### src/rtl/inst_fetch.sv
// Instruction fetch unit: a single-outstanding-request memory interface,
// a one-entry output register toward decode and a one-entry skid buffer.
// Branch redirects flush the output/skid and retarget the fetch PC. If the
// request in flight has not returned yet, the redirect waits in DRAIN for it.
// Optional feature: define INST_FETCH_PERF_EN to add the fetch_cnt_o
// counter, which counts instructions loaded into inst_o.
module inst_fetch #(
  parameter logic [15:0] RESET_PC = 16'h0000
) (
  input  logic        clk_i,
  input  logic        rst_i,
  input  logic        stall_i,
  input  logic        branch_i,
  input  logic [15:0] branch_addr_i,
  input  logic        imem_ack_i,
  input  logic [31:0] imem_data_i,
  output logic        imem_req_o,
  output logic [15:0] imem_addr_o,
  output logic [31:0] inst_o,
  output logic        inst_valid_o,
  output logic [15:0] pc_o
`ifdef INST_FETCH_PERF_EN
  ,
  output logic [15:0] fetch_cnt_o
`endif
);

  localparam int unsigned AW = 16;
  localparam int unsigned DW = 32;

  typedef enum logic [1:0] {IDLE, REQ, DRAIN, FULL} state_e;

  state_e          state_q, state_d;
  logic [AW-1:0]   fetch_pc_q, fetch_pc_d;
  logic [DW-1:0]   inst_q, inst_d;
  logic [AW-1:0]   pc_q, pc_d;
  logic            valid_q, valid_d;
  logic [DW-1:0]   skid_data_q, skid_data_d;
  logic [AW-1:0]   skid_pc_q, skid_pc_d;
  logic [AW-1:0]   redir_q, redir_d;
  logic            req_q, req_d;
  logic            load;

  // State and datapath registers.
  always_ff @(posedge clk_i or negedge rst_i) begin
    if (!rst_i) begin
      state_q     <= IDLE;
      fetch_pc_q  <= RESET_PC;
      inst_q      <= '0;
      pc_q        <= '0;
      valid_q     <= 1'b0;
      skid_data_q <= '0;
      skid_pc_q   <= '0;
      redir_q     <= '0;
      req_q       <= 1'b0;
    end else begin
      state_q     <= state_d;
      fetch_pc_q  <= fetch_pc_d;
      inst_q      <= inst_d;
      pc_q        <= pc_d;
      valid_q     <= valid_d;
      skid_data_q <= skid_data_d;
      skid_pc_q   <= skid_pc_d;
      redir_q     <= redir_d;
      req_q       <= req_d;
    end
  end

  // Next-state, fetch PC, output slot and skid control.
  always_comb begin
    state_d     = state_q;
    fetch_pc_d  = fetch_pc_q;
    inst_d      = inst_q;
    pc_d        = pc_q;
    valid_d     = valid_q & stall_i;  // an unstalled valid instruction is consumed
    skid_data_d = skid_data_q;
    skid_pc_d   = skid_pc_q;
    redir_d     = redir_q;
    load        = 1'b0;

    unique case (state_q)
      IDLE: state_d = REQ;
      REQ: begin
        if (branch_i) begin
          if (imem_ack_i) begin
            fetch_pc_d = branch_addr_i;
          end else begin
            redir_d = branch_addr_i;
            state_d = DRAIN;
          end
        end else if (imem_ack_i) begin
          if (!valid_q || !stall_i) begin
            inst_d  = imem_data_i;
            pc_d    = fetch_pc_q;
            valid_d = 1'b1;
            load    = 1'b1;
          end else begin
            skid_data_d = imem_data_i;
            skid_pc_d   = fetch_pc_q;
            state_d     = FULL;
          end
          fetch_pc_d = fetch_pc_q + AW'(1);
        end
      end
      DRAIN: begin
        if (imem_ack_i) begin
          fetch_pc_d = branch_i ? branch_addr_i : redir_q;
          state_d    = REQ;
        end else if (branch_i) begin
          redir_d = branch_addr_i;
        end
      end
      FULL: begin
        if (branch_i) begin
          fetch_pc_d = branch_addr_i;
          state_d    = REQ;
        end else if (!stall_i) begin
          inst_d  = skid_data_q;
          pc_d    = skid_pc_q;
          valid_d = 1'b1;
          load    = 1'b1;
          state_d = REQ;
        end
      end
      default: state_d = IDLE;
    endcase

    // A redirect flushes the output slot regardless of any load or consume.
    if (branch_i) begin
      valid_d = 1'b0;
    end

    req_d = (state_d == REQ) || (state_d == DRAIN);
  end

  assign imem_req_o   = req_q;
  assign imem_addr_o  = fetch_pc_q;
  assign inst_o       = inst_q;
  assign inst_valid_o = valid_q;
  assign pc_o         = pc_q;

`ifdef INST_FETCH_PERF_EN
  logic [AW-1:0] cnt_q;

  // Count every instruction placed into the output slot; only reset clears it.
  always_ff @(posedge clk_i or negedge rst_i) begin
    if (!rst_i) begin
      cnt_q <= '0;
    end else if (load) begin
      cnt_q <= cnt_q + AW'(1);
    end
  end

  assign fetch_cnt_o = cnt_q;
`else
  // No performance counter in this build; the load strobe is only steering logic.
`endif

endmodule

### config.mk
export PLATFORM = sky130hd
export DESIGN_NAME = inst_fetch
export DESIGN_NICKNAME = d
export VERILOG_FILES = /design/src/rtl/inst_fetch.sv
export SDC_FILE = /design/constraint.sdc
export NUM_CORES = 1
export LEC_CHECK = 0
export CAP_MARGIN = 40
export CORE_ASPECT_RATIO = 0.8
export CORE_MARGIN = 4
export CORE_UTILIZATION = 33
export DETAILED_ROUTE_END_ITERATION = 7
export GPL_ROUTABILITY_DRIVEN = 0
export PLACE_DENSITY = 0.65
export SYNTH_ARGS = -nofsm -noshare
export SYNTH_HDL_FRONTEND = slang
export SYNTH_SLANG_ARGS = --single-unit
### constraint.sdc
create_clock -name clk_i -period 3.1 [get_ports clk_i]
set_input_delay 0.31 -clock clk_i [delete_from_list [all_inputs] [get_ports clk_i]]
set_output_delay 0.31 -clock clk_i [all_outputs]
set_load 0.02 [all_outputs]
== Word-level counts from Yosys, hierarchy flattened ==
Index checks and enable logic that the tools add are counted.
Word-level totals
  bits in registers: 132
  output and inout bits: 66
  word-level logic and storage cells: 76
  input bits: 53
Operators by class
  muxes and demuxes: 36
  reductions and logical operators: 12
  bitwise operators: 3
  $add $sub $neg: 1
  equal/unequal tests: 15
Operators by type and width (count)
  $mux W16: 14
  $mux W32: 5
  $pmux W16 S2: 2
  $pmux W32 S2: 1
  $pmux W16 S3: 1
  $ne A2 B2 Y1 const B: 10
  $add A16 B1 Y16 const B: 1
  $mux W2: 7
  $reduce_and A4 Y1: 3
  $pmux W2 S4: 1
  $eq A2 B2 Y1 const B: 3
  $reduce_and A6 Y1: 1
  $eq A2 B1 Y1 const B: 2
  $mux W1: 4
  $reduce_bool A2 Y1: 2
  $reduce_bool A3 Y1: 1
  $logic_not A1 Y1: 2
  $logic_not A2 Y1: 1
  $logic_or A1 B1 Y1: 2
  $not A1 Y1: 2
  $pmux W1 S2: 1
  $and A1 B1 Y1: 1

== Longest topological paths before layout ==
Gate-level depths: netlist of the first run.
  word-level depth: 8
  depth in mapped cells: 7

== Worst setup path before layout of the first run ==
OpenSTA, ideal clock, no wires.
  path kind: reg2reg
  start point: register state_q[1]
  end point: register skid_data_q[19]
  clock period less this slack: 1.696 ns
  cell stages (with the launch flop): 6
  arrival time: 1.571 ns
  slack: 1.404 ns
  cell sequence: dfrtp_1 > or2_1 > nor3_2 > buf_4 > buf_6 > mux2_2
Between the ends
  cells in the longest elaborated chain, start to end: 2
Ends and longest elaborated chain
  start: declaration: line 33  | state_e state_q, state_d;
  start signal: assignment: line 57  | state_q <= state_d;
  $eq A2 B1 Y1: line 81  | unique case (state_q)
  $reduce_and A4 Y1 (no line)
  end signal: assignment: line 62  | skid_data_q <= skid_data_d;
  end: declaration: line 38  | logic [DW-1:0] skid_data_q, skid_data_d;
Every way passes these cells.
A chain may end at the register's enable or synchronous reset.

== Worst setup path in the final report of the first run ==
  start point: register state_q[1]
  end point: register fetch_pc_q[6] (netlist: imem_addr_o[6])
Between the ends
  cells in the longest elaborated chain, start to end: 3
Ends and longest elaborated chain
  $eq A2 B1 Y1 / $eq A2 B2 Y1 (equally long branches): line 81
  $ne A2 B2 Y1 (no line) / $reduce_bool A3 Y1 (equally long branches)
  $reduce_and A4 Y1 (no line)
  end signal: assignment: line 58  | fetch_pc_q <= fetch_pc_d;
  end: declaration: line 34  | logic [AW-1:0] fetch_pc_q, fetch_pc_d;
Parallel ways exist; a longest one is shown, timed or not.

==> results.json, run 1 <==
{
  "status": "complete, no violations",
  "async_reset_ff_frac": 1.00,
  "syn_area_sq_mm": 0.00637,
  "route.met2.wl_um": 7730,
  "p_leak_nw": 3.47,
  "critPathArrivalTime_ps": 2650,
  "synthAdderAreaFrac": 0.00196,
  "die_area_sq_mm": 0.0216,
  "p_sw_frac": 0.325,
  "final_common_cell": "dfrtp_1",
  "place.port_buffers": 118,
  "pwr-share-seq": 0.375,
  "worst_path_max_delay_cell": "dfrtp_1",
  "grt_setup_unrepaired": "no",
  "avgSynthCellArea_sq_um": 11.4,
  "n_antenna_cell": 0,
  "routed_wirelength_um": 16400,
  "fin_area_sq_mm": 0.00850,
  "finalWorstPathRequiredPeriod_ps": 2340,
  "grt_pass1_wl_um": 26300,
  "drc_errors": 0,
  "synth_edf_count": 0,
  "drt-wirelength-per-cell_um": 17.5,
  "drt-pass1-iter-count": 5,
  "hold_viol": 0,
  "dpl_worst_slack_ps": 565,
  "drv_cap": 0,
  "pwr-share-comb": 0.327,
  "r2r-start": "state_q[1]",
  "grt_max_degree": 87,
  "drtAntennaViolNets": 0,
  "synthMuxAreaShare": 0.198,
  "synth_xor_xnor_area_share": 0.00137,
  "yosysWarnings": 0,
  "layout.nets": 722,
  "root_buffer": "clkbuf_16",
  "placed_cells": 905,
  "initial_utilization": 0.336,
  "ys_types": 61,
  "crit_type": "register to register",
  "postCtsHoldBufs": 1,
  "clk_latency_ps": 410,
  "cts_tree": "built",
  "antenna_found_initial": 0,
  "synth_cells": 561,
  "fin_util": 0.448,
  "finClkSkew_ps": 7.95,
  "viasPerCell": 5.21,
  "cp_max_fo": 22,
  "cpPeakStageDelay_ps": 650,
  "worstPathRequired_ps": 3410,
  "min_period_over_period": 0.753,
  "hp-class": "input port to asynchronous set/reset pin",
  "grt.total_usage": 0.152,
  "dr_wl_met3_um": 1070,
  "synth_nets": 615,
  "fin_hold_ws_ps": 488,
  "grt_pass1_vias": 4988,
  "reg2reg_slack_ps": 760,
  "final_cells": 939,
  "dp_hpwl_um": 11200,
  "path_cells": "buf_4 -> nor2b_1 -> a22o_1 -> a21oi_1 -> nor4_1",
  "routed.top_layer": "met4",
  "rows": 45,
  "post-cts-setup-buffers": 0,
  "initialDrtViolationCount": 430,
  "critPathCaptureType": "register",
  "critPathLaunchType": "register",
  "cts_resized": 0,
  "layout_common_cells": "dfrtp_1 (132), clkdlybuf4s50_1 (117), nor2_1 (67), a21oi_1 (67), mux2_2 (56)",
  "ys_seq_area_frac": 0.519,
  "fin_ws_ps": 765,
  "drt-met1-wl_um": 7340,
  "synth_simple_gate_area_frac": 0.0998,
  "cts_buffers": 17,
  "p_int_mw": 5.23,
  "drive_gt1_frac": 0.181,
  "syn2layout_area_growth_pct": 33.4,
  "die_w_um": 163,
  "synth_ff_type": "dfrtp_1",
  "fin_setup_tns_ps": 0,
  "place_area_sq_mm": 0.00778,
  "io_pins": 119,
  "fmax_mhz": 428,
  "numClockSinks": 132,
  "slew_headroom": 0.439,
  "setup_viol": 0,
  "ys_ff_latch": 132,
  "design.core.area_sq_mm": 0.0190,
  "clockPowerShare": 0.298,
  "clk_pin_slew_ps": 60,
  "vias": 4888,
  "power_mw": 7.74,
  "critPathLaunch": "state_q[1]",
  "slew_violations": 0,
  "tightestPinTransition_ps": 841,
  "die_h_um": 132,
  "htreeDepth": 4,
  "clockBufferDepth": 2,
  "grt_overflow_total": 0,
  "synth_compound_area_frac": 0.132,
  "ir_drop_v": 0.000533,
  "p_sw_mw": 2.52,
  "power_density_mw_per_mm2": 911,
  "synth_top_family_by_area": "multiplexers"
}
[per-layer routing]
| layer | up-vias | GRT usage |
|---|---|---|
| li1 | 2271 | - |
| met2 | 187 | 0.242 |
| met1 | 2409 | 0.201 |
| met5 | - | 0 |
| met3 | 21 | 0.0438 |
| met4 | 0 | 0.0498 |
[worst max-delay path, delay by kind of cell (launching register included)]
family	cells	cell delay (ps)
buffers and inverters	1	320
and+or+nand+nor	2	480
DFF	1	650
AOI/OAI and AO/OA	2	770
[power groups by stage]
stage          clock network, mW  registers (mW)  logic [mW]
2_1_floorplan                  0            3.11        1.19
3_3_place_gp                   0            2.87        2.47
4_1_cts                     2.36            2.90        2.55
6_report                    2.31            2.90        2.53
5_1_grt                     2.44            2.99        2.73
3_5_place_dp                   0            2.91        2.53
[cell usage after synthesis, types with 2 or more instances]
cell type,number,area (sq um)
a31oi_1,5,31.3
nor3_1,3,15.0
and4_1,3,26.3
or3b_1,2,17.5
a22o_1,2,17.5
and3_1,4,25.0
a211oi_1,3,22.5
o21ai_0,11,55.1
clkbuf_1,7,26.3
buf_6,6,67.6
buf_2,24,120
nor3b_1,2,15.0
a22oi_1,2,15.0
mux2_2,56,631
nor2b_1,3,18.8
a21oi_1,67,335
a211o_1,2,17.5
o21a_1,4,30.0
nand3_1,5,25.0
o31ai_1,3,22.5
a221oi_1,2,17.5
o22ai_1,9,56.3
mux2_4,10,150
buf_4,7,52.6
dfrtp_1,132,3300
o211ai_1,4,30.0
o32ai_1,2,17.5
o221a_2,2,22.5
inv_1,5,18.8
mux2i_1,48,480
nand2_1,14,52.6
nand2b_1,5,31.3
a41oi_1,3,26.3
nor2_1,67,251
o32a_1,2,20.0
nor4_1,3,18.8
nand4_1,6,37.5
or3b_2,3,26.3
[cells by family after synthesis]
group,Yosys count
AOI/OAI and AO/OA,134
buffers and inverters,51
and+or+nand+nor,128
adders and majority gates,1
muxes,114
xor gates and xnor gates,1
DFF,132
[worst paths after layout]
kind | to | cells past startpoint
worst max-delay path | imem_addr_o[6] | 5
worst min-delay path | skid_data_q[4] | 2
worst max register to register | imem_addr_o[6] | 5
worst min register to register | skid_data_q[8] | 1
max in group asynchronous | skid_data_q[8] | 3
min in group clk_i | skid_data_q[8] | 1
[layout make-up]
class,instances,area [sq um]
Tap cell,258,323
Fill cell,1742,10500
Multi-Input combinational cell,378,2780
Timing Repair Buffer,133,1390
Sequential cell,132,3300
Inverter,6,22.5
Clock inverter,9,198
Clock buffer,23,478
[state kept, by name (all words and copies together), names as in the netlist]
name	cells
imem_req_o	1
inst_o	32
skid_pc_q	16
imem_addr_o	16
state_q	2
skid_data_q	32
inst_valid_o	1
redir_q	16
pc_o	16
Power figures use the tool's default switching activity.
==> inputs of run 2 (changes only) <==
--- a/config.mk
+++ b/config.mk
@@ -11,7 +11,7 @@
 export CORE_UTILIZATION = 33
 export DETAILED_ROUTE_END_ITERATION = 7
 export GPL_ROUTABILITY_DRIVEN = 0
-export PLACE_DENSITY = 0.65
+export PLACE_DENSITY = 0.67
 export SYNTH_ARGS = -nofsm -noshare
 export SYNTH_HDL_FRONTEND = slang
 export SYNTH_SLANG_ARGS = --single-unit
==> constraint.sdc (replaced) <==
create_clock -name clk_i -period 2.1 [get_ports clk_i]
set_input_delay 0.21 -clock clk_i [delete_from_list [all_inputs] [get_ports clk_i]]
set_output_delay 0.21 -clock clk_i [all_outputs]
set_load 0.02 [all_outputs]
==> results.json, run 2 (synthesis gave the netlist of run 1 again) <==
{
  "status": "complete, no violations",
  "io_pins": 119,
  "critPathArrivalTime_ps": 2260,
  "power_mw": 11.1,
  "dpl_worst_slack_ps": 84.2,
  "layout_common_cells": "dfrtp_1 (132), clkdlybuf4s50_1 (117), nor2_1 (67), a21oi_1 (67), mux2_2 (56)",
  "critPathCaptureType": "register",
  "numClockSinks": 132,
  "fill_cells": 1800,
  "critPathLaunchType": "register",
  "vias": 4847,
  "min_period_over_period": 0.916,
  "syn2layout_area_growth_pct": 35.6,
  "drt-wirelength-per-cell_um": 16.6,
  "clk_latency_ps": 420,
  "grt_pass1_vias": 4969,
  "grt.total_usage": 0.152,
  "htreeDepth": 4,
  "seqCellArea_sq_mm": 0.00330,
  "slew_headroom": 0.703,
  "rows": 45,
  "hold_viol": 0,
  "placed_cells": 929,
  "design.core.area_sq_mm": 0.0190,
  "die_area_sq_mm": 0.0216,
  "finClkSkew_ps": 16.2,
  "die_w_um": 163,
  "drive_gt1_frac": 0.210,
  "die_h_um": 132,
  "hp-class": "input port to asynchronous set/reset pin",
  "n_antenna_cell": 0,
  "initial_utilization": 0.336,
  "final_common_cell": "dfrtp_1",
  "worstPathRequired_ps": 2430,
  "ir_drop_v": 0.000548,
  "cts_buffers": 17,
  "grt_max_degree": 55,
  "grt_overflow_total": 0,
  "grt_pass1_wl_um": 26200,
  "fin_ws_ps": 177,
  "slew_violations": 0,
  "cp_max_fo": 36,
  "routed_wirelength_um": 16000,
  "clk_pin_slew_ps": 60,
  "fin_setup_tns_ps": 0,
  "drt-pass1-iter-count": 5,
  "dp_hpwl_um": 11300,
  "post-cts-setup-buffers": 0,
  "crit_type": "register to register",
  "grt_setup_unrepaired": "no",
  "clockBufferDepth": 2,
  "finalWorstPathRequiredPeriod_ps": 1920,
  "final_cells": 962,
  "layout.nets": 745,
  "power_density_mw_per_mm2": 1290,
  "multiInputGateArea_sq_mm": 0.00278,
  "antenna_found_initial": 0,
  "setup_viol": 0,
  "initialDrtViolationCount": 311,
  "p_leak_nw": 3.55,
  "tightestPinTransition_ps": 446,
  "fmax_mhz": 520,
  "place.port_buffers": 118,
  "root_buffer": "clkbuf_16",
  "drtAntennaViolNets": 0,
  "cts_tree": "built",
  "drv_cap": 0,
  "viasPerCell": 5.04,
  "drc_errors": 0
}
run 2: changes by cell type in the layout (fill, tap and decap cells not counted):
cell,change
buf_16,-1
clkbuf_1,-2
buf_12,+5
clkinv_4,+4
buf_4,+19
bufinv_16,-4
clkinvlp_4,+2
run 2: worst max-delay path: stages (launching register included):
cell and delay [ps]:
dfrtp_1 430, buf_4 200, o21ai_0 220, nor4bb_4 390
buf_12 190, buf_12 200, nor2_1 70, a21oi_1 130
run 2: cell type report:
type,instances,share of cell area
Clock inverter,11,0.0148
Clock buffer,21,0.0545
Inverter,6,0.00261
Tap cell,258,0.0374
Sequential cell,132,0.382
Timing Repair Buffer,156,0.186
Multi-Input combinational cell,378,0.322
run 2: power by group:
group / switching, mW / internal (mW) / total, mW
Clock: 1.12 / 1.84 / 2.97
Sequential: 0.617 / 3.48 / 4.10
Combinational: 1.99 / 2.04 / 4.03
Total: 3.73 / 7.37 / 11.1
run 2: final timing paths:
kind                       slack, ps  depth (start not counted)              end       startpoint
max reg2reg                      180                          7       inst_o[11]       state_q[1]
min reg2reg                      500                          1  skid_data_q[26]  skid_data_q[26]
max                              180                          7       inst_o[11]       state_q[1]
max in group asynchronous       1120                          3       redir_q[2]            rst_i
min                              260                          2  skid_data_q[22]            rst_i
min in group clk_i               430                          2   skid_data_q[4]   imem_data_i[4]
run 2: repair_timing:
| action | in CTS | in global routing |
|---|---|---|
| hold endpoints to repair | 40 | 0 |
| hold buffers | 1 | 0 |
| resized for setup | 0 | 0 |
run 2: per-layer routing:
layer	GRT usage	vias to the layer above	part of all wire	wire, um
met2	0.225	139	0.46	7270
met4	0.0470	0	0.010	160
met3	0.0460	14	0.058	931
met5	0	-	0	0
met1	0.214	2377	0.48	7620
li1	-	2317	-	-
run 2: stage by stage:
stage	utilization	instance area, sq um	hold WS [ps]
floorplan	-	6370	-85.6
global placement	0.423	8030	154
detailed placement	0.423	8030	160
CTS	0.455	8640	279
global route	0.455	8640	291
finish	0.455	8640	264
==> inputs of run 3 (changes only) <==
==> constraint.sdc (replaced) <==
create_clock -name clk_i -period 2.1 [get_ports clk_i]
set_input_delay 0.42 -clock clk_i [delete_from_list [all_inputs] [get_ports clk_i]]
set_output_delay 0.42 -clock clk_i [all_outputs]
set_load 0.02 [all_outputs]
==> results.json, run 3 (synthesis gave the netlist of run 1 again) <==
{
  "status": "complete, no violations",
  "drt-wirelength-per-cell_um": 16.7,
  "power_density_mw_per_mm2": 1280,
  "met1_usage": 0.213,
  "grtUsageMet2": 0.231,
  "slew_violations": 0,
  "drt-pass1-iter-count": 5,
  "tightestPinTransition_ps": 452,
  "n_antenna_cell": 0,
  "initialDrtViolationCount": 445,
  "critPathCaptureType": "output port",
  "critPathArrivalTime_ps": 1600,
  "viasPerCell": 5.04,
  "path_buf_inv": 1,
  "setup_viol": 0,
  "clk_pin_slew_ps": 60,
  "worst_path_max_delay_cell": "clkdlybuf4s50_1",
  "critPathLaunchType": "register",
  "htreeDepth": 4,
  "rows": 45,
  "io_pins": 119,
  "grt_overflow_total": 0,
  "drv_cap": 0,
  "root_buffer": "clkbuf_16",
  "hp-class": "input port to asynchronous set/reset pin",
  "fin_ws_ps": 80.3,
  "crit_type": "register to output port",
  "die_h_um": 132,
  "post-cts-setup-buffers": 0,
  "vias": 4868,
  "slew_headroom": 0.699,
  "grt_pass1_wl_um": 26100,
  "grt_max_degree": 50,
  "p_leak_nw": 3.56,
  "drive_gt1_frac": 0.216,
  "layout_common_cells": "dfrtp_1 (131), clkdlybuf4s50_1 (115), nor2_1 (67), a21oi_1 (67), mux2_2 (56)",
  "final_common_cell": "dfrtp_1",
  "fin_setup_tns_ps": 0,
  "cp_top_family": "buffers and inverters",
  "grt-busiest-layer": "met2",
  "drc_errors": 0,
  "finClkSkew_ps": 10.6,
  "layout.nets": 749,
  "finalWorstPathRequiredPeriod_ps": 2020,
  "grt.total_usage": 0.152,
  "grt_pass1_vias": 4843,
  "seqCellArea_sq_mm": 0.00330,
  "cts_buffers": 17,
  "hold_viol": 0,
  "drtAntennaViolNets": 0,
  "clockBufferDepth": 2,
  "cpPeakStageDelay_ps": 670,
  "ir_drop_v": 0.000613,
  "syn2layout_area_growth_pct": 35.8,
  "multiInputGateArea_sq_mm": 0.00278,
  "design.core.area_sq_mm": 0.0190,
  "antenna_found_initial": 0,
  "dp_hpwl_um": 11400,
  "cp_max_fo": 9,
  "routed_wirelength_um": 16100,
  "numClockSinks": 132,
  "clk_latency_ps": 410,
  "initial_utilization": 0.336,
  "fmax_mhz": 495,
  "path_cells": "clkdlybuf4s50_1",
  "cts_tree": "built",
  "place.port_buffers": 118,
  "worstPathRequired_ps": 1680,
  "min_period_over_period": 0.962,
  "die_area_sq_mm": 0.0216,
  "fill_cells": 1812,
  "met3_usage": 0.0444,
  "dpl_worst_slack_ps": -120,
  "grt_setup_unrepaired": "no",
  "die_w_um": 163
}
==> run 3: cell count changes in the layout (fill, tap and decap cells not counted) <==
| cell | before | now |
|---|---|---|
| buf_4 | 26 | 30 |
| clkbuf_8 | 3 | 1 |
| clkdlybuf4s50_1 | 117 | 115 |
| clkinv_2 | 2 | 4 |
| clkinv_4 | 4 | 2 |
| clkinvlp_4 | 3 | 5 |
| dlymetal6s2s_1 | 0 | 2 |
| dfrtp_1 | 132 | 131 |
| dfrtp_2 | 0 | 1 |
==> run 3: final cells by class <==
class | count | area share
repair buffers | 160 | 0.190
multi-input cells | 378 | 0.321
clock inverters | 13 | 0.0156
flip-flops and latches | 132 | 0.382
well taps | 258 | 0.0373
inverters | 6 | 0.00260
clock buffers | 19 | 0.0512
==> run 3: worst reg2reg max path, cell delays in order (launching register included) <==
cell	delay [ps]
dfrtp_1	450
buf_4	220
o21ai_0	210
nor4bb_4	370
buf_12	190
buf_12	180
nor2_1	50
a21oi_1	140
==> run 3: power by group <==
group / leakage (nW) / internal (mW) / switching, mW
Clock: 0.271 / 1.77 / 1.12
Sequential: 1.54 / 3.48 / 0.686
Combinational: 1.75 / 2.04 / 1.94
==> run 3: worst paths after layout <==
kind / startpoint / slack [ps] / to / cells after the start
worst max-delay path: imem_addr_o[1] / 80 / imem_addr_o[1] / 1
worst min-delay path: rst_i / 440 / inst_o[23] / 2
worst max register to register: state_q[1] / 180 / inst_o[9] / 7
worst min register to register: skid_data_q[3] / 500 / skid_data_q[3] / 1
max in group asynchronous: rst_i / 1080 / imem_addr_o[3] / 3
min in group clk_i: skid_data_q[3] / 500 / skid_data_q[3] / 1
==> run 3: stage by stage <==
step	cell area, sq um	hold slack [ps]	std cells	util	power (mW)
after floorplan	6370	124	561	-	6.36
after CTS	8650	430	966	0.456	11.2
after global routing	8650	458	966	0.456	11.7
after detailed placement	8060	313	933	0.425	8.19
final	8650	442	966	0.456	11.0
after global placement	8060	314	933	0.425	8.09
==> run 3: what timing repair did <==
| item | in CTS | in global routing |
|---|---|---|
| setup endpoints to repair | 0 | 3 |
| resized for setup | 0 | 3 |
| hold endpoints to repair | 26 | 0 |
| hold buffers | 1 | 0 |
==> run 3: routing by layer <==
metal,up-vias,routed length [um]
met5,-,0
met1,2369,7400
met4,0,164
met3,16,1140
li1,2306,-
met2,177,7390
